==> src/rtl/mdu_iter_if.sv <==
// Core-side bundle for the iterative multiply/divide unit: launch controls,
// MTHI/MTLO writes, abort, and the architectural HI/LO read-back.
interface mdu_iter_if #(
    parameter int WIDTH = 32
);
    logic             start;
    logic [2:0]       op;
    logic [WIDTH-1:0] a;
    logic [WIDTH-1:0] b;
    logic             hi_we;
    logic             lo_we;
    logic [WIDTH-1:0] wdata;
    logic             flush;
    logic             busy;
    logic [WIDTH-1:0] hi;
    logic [WIDTH-1:0] lo;

    modport master (
        output start, op, a, b, hi_we, lo_we, wdata, flush,
        input  busy, hi, lo
    );

    modport slave (
        input  start, op, a, b, hi_we, lo_we, wdata, flush,
        output busy, hi, lo
    );
endinterface

==> src/rtl/mdu_iter.sv <==
// Iterative MULT/DIV/MADD/MSUB unit with HI/LO registers; UNROLL bits retired
// per cycle on operand magnitudes, sign fix-up and accumulate in a final cycle.
module mdu_iter #(
    parameter int WIDTH  = 32,
    parameter int UNROLL = 1
) (
    input logic       clk,
    input logic       reset,
    mdu_iter_if.slave bus
);
    localparam int N  = WIDTH / UNROLL;
    localparam int CW = $clog2(N + 1);

    typedef enum logic [1:0] {IDLE, RUN, DONE} state_t;

    state_t             state, state_nxt;
    logic [CW-1:0]      cnt;
    logic [2:0]         op_q;
    logic [WIDTH-1:0]   a_q, mb;
    logic               neg_a, neg_b, b_zero;
    logic [2*WIDTH-1:0] work;
    logic [WIDTH-1:0]   hi_r, lo_r;
    logic [WIDTH-1:0]   hi_res, lo_res;
    logic               start_ok, is_div, sgn_in;

    function automatic logic [WIDTH-1:0] mag(input logic [WIDTH-1:0] x, input logic sgn);
        return (sgn && x[WIDTH-1]) ? -x : x;
    endfunction

    // work = {partial product, unconsumed multiplier bits}
    function automatic logic [2*WIDTH-1:0] mul_step(input logic [2*WIDTH-1:0] p,
                                                    input logic [WIDTH-1:0] d);
        logic [UNROLL-1:0]       dg;
        logic [WIDTH+UNROLL-1:0] up;
        dg = p[UNROLL-1:0];
        up = {{UNROLL{1'b0}}, p[2*WIDTH-1:WIDTH]} +
             ({{UNROLL{1'b0}}, d} * {{WIDTH{1'b0}}, dg});
        return {up, p[WIDTH-1:UNROLL]};
    endfunction

    // work = {partial remainder, dividend bits shifting out / quotient bits shifting in}
    function automatic logic [2*WIDTH-1:0] div_step(input logic [2*WIDTH-1:0] p,
                                                    input logic [WIDTH-1:0] d);
        logic [WIDTH:0]   r;
        logic [WIDTH-1:0] q;
        r = {1'b0, p[2*WIDTH-1:WIDTH]};
        q = p[WIDTH-1:0];
        for (int i = 0; i < UNROLL; i++) begin
            r = {r[WIDTH-1:0], q[WIDTH-1]};
            q = {q[WIDTH-2:0], 1'b0};
            if (r >= {1'b0, d}) begin
                r    = r - {1'b0, d};
                q[0] = 1'b1;
            end
        end
        return {r[WIDTH-1:0], q};
    endfunction

    assign start_ok = bus.start && !bus.flush;
    assign sgn_in   = !bus.op[0];
    assign is_div   = !op_q[2] && op_q[1];

    always_ff @(posedge clk) begin
        if (reset) state <= IDLE;
        else       state <= state_nxt;
    end

    always_comb begin
        state_nxt = state;
        case (state)
            IDLE: if (start_ok) state_nxt = RUN;
            RUN: begin
                if (bus.flush)            state_nxt = IDLE;
                else if (cnt == CW'(1))   state_nxt = DONE;
            end
            DONE:    state_nxt = IDLE;
            default: state_nxt = IDLE;
        endcase
    end

    // Final cycle: sign fix-up, then accumulate onto the current HI/LO
    always_comb begin
        logic [2*WIDTH-1:0] prod_s, mul_res;
        logic [WIDTH-1:0]   q, r;
        prod_s  = (neg_a ^ neg_b) ? -work : work;
        mul_res = prod_s;
        if (op_q[2]) mul_res = op_q[1] ? ({hi_r, lo_r} - prod_s) : ({hi_r, lo_r} + prod_s);
        q      = work[WIDTH-1:0];
        r      = work[2*WIDTH-1:WIDTH];
        hi_res = mul_res[2*WIDTH-1:WIDTH];
        lo_res = mul_res[WIDTH-1:0];
        if (is_div) begin
            if (b_zero) begin
                hi_res = a_q;
                lo_res = '1;
            end else begin
                hi_res = neg_a ? -r : r;
                lo_res = (neg_a ^ neg_b) ? -q : q;
            end
        end
    end

    always_ff @(posedge clk) begin
        if (reset) begin
            cnt  <= '0;
            hi_r <= '0;
            lo_r <= '0;
        end else begin
            case (state)
                IDLE: begin
                    if (bus.hi_we) hi_r <= bus.wdata;
                    if (bus.lo_we) lo_r <= bus.wdata;
                    if (start_ok)  cnt  <= CW'(N);
                end
                RUN: cnt <= bus.flush ? '0 : cnt - CW'(1);
                DONE: begin
                    if (!bus.flush) begin
                        hi_r <= hi_res;
                        lo_r <= lo_res;
                    end
                end
                default: cnt <= '0;
            endcase
        end
    end

    // Operand/working datapath carries no reset; it is always loaded at launch
    always_ff @(posedge clk) begin
        if (state == IDLE && start_ok) begin
            op_q   <= bus.op;
            a_q    <= bus.a;
            neg_a  <= sgn_in && bus.a[WIDTH-1];
            neg_b  <= sgn_in && bus.b[WIDTH-1];
            b_zero <= (bus.b == '0);
            mb     <= mag(bus.b, sgn_in);
            work   <= {{WIDTH{1'b0}}, mag(bus.a, sgn_in)};
        end else if (state == RUN) begin
            work <= is_div ? div_step(work, mb) : mul_step(work, mb);
        end
    end

    assign bus.busy = (state != IDLE);
    assign bus.hi   = hi_r;
    assign bus.lo   = lo_r;
endmodule

==> src/flat_wrapper.sv <==
// flat-port wrapper written by rule: the top's interface ports become plain ports
module mdu_iter_flat 
#(
    parameter int WIDTH  = 32,
    parameter int UNROLL = 1
)
  (clk, reset, bus_start, bus_op, bus_a, bus_b, bus_hi_we, bus_lo_we, bus_wdata, bus_flush, bus_busy, bus_hi, bus_lo);
  mdu_iter_if #(.WIDTH(WIDTH)) bus_i ();
  input logic clk;
  input logic reset;
  input wire logic [$bits(bus_i.start)-1:0] bus_start;
  input wire logic [$bits(bus_i.op)-1:0] bus_op;
  input wire logic [$bits(bus_i.a)-1:0] bus_a;
  input wire logic [$bits(bus_i.b)-1:0] bus_b;
  input wire logic [$bits(bus_i.hi_we)-1:0] bus_hi_we;
  input wire logic [$bits(bus_i.lo_we)-1:0] bus_lo_we;
  input wire logic [$bits(bus_i.wdata)-1:0] bus_wdata;
  input wire logic [$bits(bus_i.flush)-1:0] bus_flush;
  output wire logic [$bits(bus_i.busy)-1:0] bus_busy;
  output wire logic [$bits(bus_i.hi)-1:0] bus_hi;
  output wire logic [$bits(bus_i.lo)-1:0] bus_lo;
  assign bus_i.start = bus_start;
  assign bus_i.op = bus_op;
  assign bus_i.a = bus_a;
  assign bus_i.b = bus_b;
  assign bus_i.hi_we = bus_hi_we;
  assign bus_i.lo_we = bus_lo_we;
  assign bus_i.wdata = bus_wdata;
  assign bus_i.flush = bus_flush;
  assign bus_busy = bus_i.busy;
  assign bus_hi = bus_i.hi;
  assign bus_lo = bus_i.lo;
  mdu_iter #(.WIDTH(WIDTH), .UNROLL(UNROLL)) u_core (.clk(clk), .reset(reset), .bus(bus_i));
endmodule
==> config.mk <==
export PLATFORM = sky130hd
export DESIGN_NAME = mdu_iter_flat
export DESIGN_NICKNAME = d
export VERILOG_FILES = /design/src/rtl/mdu_iter_if.sv /design/src/rtl/mdu_iter.sv /design/src/flat_wrapper.sv
export SDC_FILE = /design/constraint.sdc
export NUM_CORES = 1
export LEC_CHECK = 0
export BUFFER_PORTS_ARGS = -buffer_cell sky130_fd_sc_hd__buf_2
export CAP_MARGIN = 25
export CORE_UTILIZATION = 45
export DETAILED_ROUTE_END_ITERATION = 8
export GPL_TIMING_DRIVEN = 0
export PLACE_DENSITY = 0.7
export SLEW_MARGIN = 20
export SYNTH_ARGS = -nofsm -noshare
export SYNTH_HDL_FRONTEND = slang
export SYNTH_SLANG_ARGS = --single-unit
==> constraint.sdc <==
create_clock -name clk -period 18.6 [get_ports clk]
set_input_delay 0.93 -clock clk [delete_from_list [all_inputs] [get_ports clk]]
set_output_delay 0.93 -clock clk [all_outputs]
set_load 0.005 [all_outputs]
==> results.yml, run 1 <==
timing:
  skew_ns: 0.0313
  max_freq_ghz: 0.110
  rsz0062_at_grt: "false"
  worst_pin_slew_ns: 1.00
  final_max_slew_viol_count: 0
  min_period_ns: 9.09
  finalSetupViolations: 0
  finalCritPeriodShare_pct: 48.9
  fin_setup_tns_ns: 0
  maxSlewHeadroom_pct: 32.5
  hold_viol_final: 0
setup_path:
  endpoint: "u_core.bus.hi[31]"
  critical_path.max_fanout: 10
  r2r-start: "u_core.work[0]"
  critPathLaunchType: "flop"
  critical_path_class: "flop to flop"
  r2r-end: "u_core.bus.hi[31]"
  rr_worst_depth: 26
  r2r_setup_slack_ns: 9.51
  critPathCaptureType: "flop"
  arrival_ns: 9.59
  cp-startpoint: "u_core.work[0]"
  crit_required_ns: 19.10
placement:
  place_area_sq_um: 23500
  dp_cells: 3665
  dp_hpwl_microns: 74800
  gp_congestion: 1.03
  io_buffer_count: 168
cts:
  clk_pin_slew_ns: 0.06
  clk_latency_ns: 0.58
  cts_root_buf: "clkbuf_16"
  post_cts_buffers: 0
  postCtsHoldBufs: 0
  cts_buffer_depth: 3
  clock_sink_count: 205
  htreeDepth: 1
  cts_buffers: 26
  cts_tree: "built"
  postCtsResizedCells: 0
synthesis:
  syn_avg_cell_area_sq_um: 7.59
  synthCells: 2880
  yosysWarningCount: 0
  ys_seq_area_share_pct: 23.4
  synthFlopType: "dfxtp_1"
  synth_seq_cells: 205
  netlist_area_sq_um: 21900
  syn_nets: 3121
  async_flop_share_pct: 0
  synth_edf_count: 101
  synth_cell_types: 91
cells_and_area:
  finalNonFillerCells: 3715
  stdcell_area_sq_um: 24400
  nNetsFinal: 3321
  drive_gt1_share_pct: 9.71
  post-route-util_pct: 51.0
  area_growth_pct: 11.5
detailed_routing:
  dr.first_iter.drc_count: 2757
  ant_nets: 0
  vias: 23700
  drt-total-wl_microns: 91700
  drc: 0
  avgRoutedWirePerCell_microns: 24.7
  dr.pass1.iters: 6
  vias_per_cell: 6.39
power_and_ir_drop:
  leakage_nw: 10.1
  max-vdd-ir-drop_mv: 0.0653
  power_density_nw_per_um2: 89.8
job:
  max_cap_viol_count: 0
global_routing:
  grt_max_degree: 79
  grt_pass1_vias: 21800
  grtUsageTotal_pct: 35.7
  grt_first_pass_wirelength_microns: 135000
  overflow: 0
  antenna_found_initial: 2
floorplan:
  io-pin-count: 170
  die_x_microns: 222
  rows: 80
  die-area_sq_um: 49500
  start_util_pct: 45.7
  core-area_sq_um: 47800
  die_h_microns: 222
run_status:
  status: "completed"
worst_hold_path:
  hp-class: "flop to flop"
[per-layer routing]
metal / track usage (%) / vias up / part of all wire [%]
met4: 18.3 / 2 / 5.5
li1: - / 11000 / -
met1: 47.3 / 11100 / 41
met2: 56.1 / 1371 / 44
met5: 0 / - / 0.015
met3: 5.59 / 246 / 9.6
[synth_stat cells (all sizes together) (14+ instances only)]
master | instances | area (sq um)
ha | 133 | 1660
nand4 | 32 | 206
o21bai | 25 | 188
or3 | 25 | 156
and3 | 26 | 163
nor3 | 67 | 363
a31oi | 74 | 463
a21oi | 282 | 1410
o211ai | 28 | 210
nor2 | 310 | 1160
a211oi | 64 | 495
dfxtp | 104 | 2080
a21o | 86 | 646
o31ai | 29 | 236
and2 | 15 | 93.8
a221oi | 31 | 272
o21a | 24 | 180
buf | 36 | 206
inv | 86 | 323
mux2 | 18 | 203
xnor2 | 163 | 1440
nor2b | 19 | 119
nor4 | 47 | 379
nand2b | 29 | 181
nand2 | 266 | 1000
or4 | 18 | 143
xor2 | 158 | 1390
nand3 | 45 | 240
edfxtp | 101 | 3030
o21ai | 201 | 1010
clkbuf | 157 | 589
o41ai | 14 | 138
mux2i | 17 | 170
[state kept, by name (all words and copies together), names as in the netlist]
signal	count
u_core.neg_b	1
u_core.bus.lo	32
u_core.cnt	6
u_core.neg_a	1
u_core.bus.hi	32
u_core.op_q	2
u_core.b_zero	1
u_core.work	64
u_core.state	2
u_core.mb	32
u_core.a_q	32
[cell type report]
cell class | count | area (sq um)
clock buffer | 35 | 706
tap | 615 | 769
clock inverter | 12 | 161
multi-input combinational | 2394 | 15600
timing repair buffer | 172 | 872
fill | 4785 | 23500
inverter | 88 | 335
buffer | 193 | 796
sequential | 205 | 5110
antenna | 1 | 2.50
[stage by stage]
stage	hold WS (ns)	power, mW	worst slack (ns)
floorplan	0.451	1.31	12.12
global placement	0.470	1.61	9.86
detailed placement	0.469	1.62	9.73
CTS	0.484	2.15	9.71
global route	0.510	2.29	9.10
finish	0.489	2.19	9.51
[how the worst min path moves through the flow]
stage,from,end,slack [ns],cells after the start
2_1_floorplan,u_core.cnt[5],u_core.cnt[5],0.45,2
4_1_cts,u_core.cnt[5],u_core.cnt[5],0.48,2
3_5_place_dp,u_core.cnt[5],u_core.cnt[5],0.47,2
6_report,u_core.cnt[5],u_core.cnt[5],0.49,2
5_1_grt,u_core.cnt[5],u_core.cnt[5],0.51,2
3_3_place_gp,u_core.cnt[5],u_core.cnt[5],0.47,2
[critical path, stage by stage (launching register included)]
cell and delay [ns]:
edfxtp_1 0.62, inv_1 0.42, buf_1 0.68, ha_1 0.48, nor2b_1 0.16, buf_2 0.21
nand4_2 0.30, o41ai_1 0.51, xor2_1 0.49, o211ai_1 0.23, or4_4 0.57, nor3_1 0.64
a21oi_1 0.18, xor2_1 0.24, ha_1 0.27, clkbuf_1 0.20, a21o_1 0.21, a21o_1 0.17
a21oi_1 0.33, nand2_1 0.10, a2111oi_0 0.41, a21oi_1 0.29, a41oi_1 0.40, a21oi_1 0.15
a221oi_1 0.39, xnor2_1 0.13, a211oi_2 0.22
[cell families (layout without fill, tap and decap cells)]
kind of cell | count (synthesis) | in the layout | synth area share [%]
AO/OA/AOI/OAI | 962 | 962 | 28.2
AND/OR/NAND/NOR | 940 | 940 | 20.8
XOR/XNOR | 321 | 321 | 12.9
buffers and inverters | 281 | 500 | 5.15
flip-flops | 205 | 205 | 23.4
adder cells (fa/ha/maj) | 136 | 136 | 7.89
multiplexers | 35 | 35 | 1.71
other | 0 | 1 | 0
[cells in the final DEF, fill, tap and decap left out, types with 42 or more instances in the layout]
cell type / instances
nor2_1: 310
nand2_1: 264
nand3_1: 42
inv_1: 86
ha_1: 133
buf_2: 180
edfxtp_1: 101
o21ai_0: 200
dfxtp_1: 104
clkbuf_1: 166
nor3_1: 64
a21o_1: 86
xnor2_1: 162
a31oi_1: 74
a211oi_1: 61
xor2_1: 157
a21oi_1: 281
[power by group]
part / switching [mW] / internal [mW]
Sequential: 0.0514 / 0.520
Clock: 0.217 / 0.320
Combinational: 0.688 / 0.393
Total: 0.957 / 1.23
(Power assumes the default switching activity.)
==> run 2: changes to the inputs <==
==> constraint.sdc (replaced) <==
create_clock -name clk -period 9.15 [get_ports clk]
set_input_delay 0.4575 -clock clk [delete_from_list [all_inputs] [get_ports clk]]
set_output_delay 0.4575 -clock clk [all_outputs]
set_load 0.005 [all_outputs]
==> run 2 against run 1 <==
Compared with the run above:
- via count hardly changed
- sequential share of layout area stayed put
- first-iteration DRC count is 2.2% lower
- total power is 100% higher
- count of clock-buffer cells in the layout stayed put
- non-clock buffer count is 1 lower
- worst setup slack worse by 8.8 ns
- clock skew is 0.0018 ns higher
- clock power is 100% higher
- core utilization stayed put
- hold slack worse by 0.43 ns
- critical path type unchanged
==> results.yml, run 2 (synthesis gave the netlist of run 1 again) <==
cts:
  cts_tree: "built"
  cts_buffer_depth: 3
  clk_latency_ns: 0.58
  clk_pin_slew_ns: 0.06
  cts_root_buf: "clkbuf_16"
  clock_sink_count: 205
  post_cts_buffers: 0
  htreeDepth: 1
  cts_buffers: 26
detailed_routing:
  ant_nets: 0
  dr.first_iter.drc_count: 2697
  dr.pass1.iters: 6
  vias_per_cell: 6.39
  avgRoutedWirePerCell_microns: 24.6
  drt-total-wl_microns: 91500
  drc: 0
  vias: 23700
placement:
  dp_cells: 3665
  io_buffer_count: 168
  gp_congestion: 1.03
  dp_hpwl_microns: 74800
  place_ws_ns: 0.277
setup_path:
  crit_required_ns: 9.65
  rr_worst_depth: 26
  critPathLaunchType: "flop"
  slowest_stage: "edfxtp_1"
  crit_path_max_incr_delay_ns: 0.73
  critical_path.max_fanout: 15
  arrival_ns: 8.94
  critPathCaptureType: "flop"
  cpMostUsedCell: "a21oi_1"
  critical_path_class: "flop to flop"
floorplan:
  die_x_microns: 222
  die_h_microns: 222
  rows: 80
  start_util_pct: 45.7
  io-pin-count: 170
  die-area_sq_um: 49500
  core-area_sq_um: 47800
global_routing:
  grt_first_pass_wirelength_microns: 135000
  grt_max_degree: 79
  antenna_found_initial: 2
  grtUsageTotal_pct: 35.7
  overflow: 0
  grt_pass1_vias: 21800
timing:
  max_freq_ghz: 0.118
  maxSlewHeadroom_pct: 35.4
  hold_viol_final: 0
  finalSetupViolations: 0
  min_period_ns: 8.44
  setup_slack_ns: 0.706
  fin_setup_tns_ns: 0
  rsz0062_at_grt: "false"
  skew_ns: 0.0330
  worst_pin_slew_ns: 0.961
  final_max_slew_viol_count: 0
  finalCritPeriodShare_pct: 92.3
power_and_ir_drop:
  switchingPower_mw: 1.94
  leakage_nw: 10.1
  p_int_mw: 2.51
  max-vdd-ir-drop_mv: 0.132
  clkPwrFrac_pct: 24.5
  combPwrFrac_pct: 49.4
  swShare_pct: 43.7
  p_seq_share_pct: 26.1
  total_power_mw: 4.45
  power_density_nw_per_um2: 182
cells_and_area:
  nNetsFinal: 3320
  fillerInstances: 4784
  area_growth_pct: 11.5
  drive_gt1_share_pct: 9.75
  largest_reg_flops: 64
  finalNonFillerCells: 3714
  final_common_cell: "nor2_1"
  regMostFlops: "u_core.work"
  final_cell_mix: "310 x nor2_1, 281 x a21oi_1, 264 x nand2_1"
worst_hold_path:
  min_path_cells: 1
  hp-class: "primary input to flop"
job:
  max_cap_viol_count: 0
run_status:
  status: "completed"
==> run 2: cell types whose count changed in the layout (fill, tap and decap cells not counted) <==
| cell | before | now |
|---|---|---|
| buf_1 | 16 | 15 |
| inv_1 | 86 | 85 |
| clkinvlp_4 | 2 | 3 |
==> run 2: final timing paths <==
check | to | from | slack (ns)
setup / recovery | u_core.bus.hi[31] | u_core.work[0] | 0.71
hold / removal | u_core.op_q[2] | bus_op[2] | 0.05
setup reg to reg | u_core.bus.hi[31] | u_core.work[0] | 0.71
hold reg to reg | u_core.cnt[5] | u_core.cnt[5] | 0.49
==> run 2: power groups by stage <==
stage,logic (mW),registers (mW),clock network (mW)
floorplan,1.53,1.13,0
global placement,2.09,1.17,0
detailed placement,2.12,1.18,0
CTS,2.13,1.16,1.09
global route,2.37,1.17,1.13
finish,2.20,1.16,1.09
==> run 2: area by class of cell <==
class | count | area [sq um] | area share [%]
Multi-Input combinational cell | 2394 | 15600 | 64.1
Clock inverter | 12 | 161 | 0.662
Antenna cell | 1 | 2.50 | 0.0103
Tap cell | 615 | 769 | 3.16
Timing Repair Buffer | 172 | 872 | 3.58
Inverter | 88 | 339 | 1.39
Sequential cell | 205 | 5110 | 21.0
Buffer | 192 | 792 | 3.25
Clock buffer | 35 | 706 | 2.89
==> run 2: repair_timing <==
action / CTS / global route
gates resized for setup: 0 / 1
setup endpoints to repair: 0 / 7
hold buffers: 0 / 0
==> run 2: metrics by stage <==
stage / utilization, % / instance area, sq um / hold WS (ns)
6_report: 51.0 / 24400 / 0.0542
2_1_floorplan: - / 21900 / 0.451
3_3_place_gp: 49.1 / 23500 / 0.470
4_1_cts: 50.9 / 24400 / 0.0442
5_1_grt: 51.0 / 24400 / 0.0478
3_5_place_dp: 49.1 / 23500 / 0.469
==> run 2: per-layer routing <==
metal,routed length [microns],vias up,global-route usage [%]
met1,37700,11100,47.3
met2,39900,1396,56.1
met5,14,-,0
met3,8720,256,5.59
li1,-,11000,-
met4,5170,2,18.3
==> run 2: worst max-delay path: cells and delay by family, from the launching register on <==
family	cells	cell delay, ns
adders and majority gates	2	0.79
DFF	1	0.73
buffers and inverters	4	1.47
xor gates and xnor gates	3	0.62
AOI/OAI and AO/OA	11	2.91
and+or+nand+nor	6	1.84
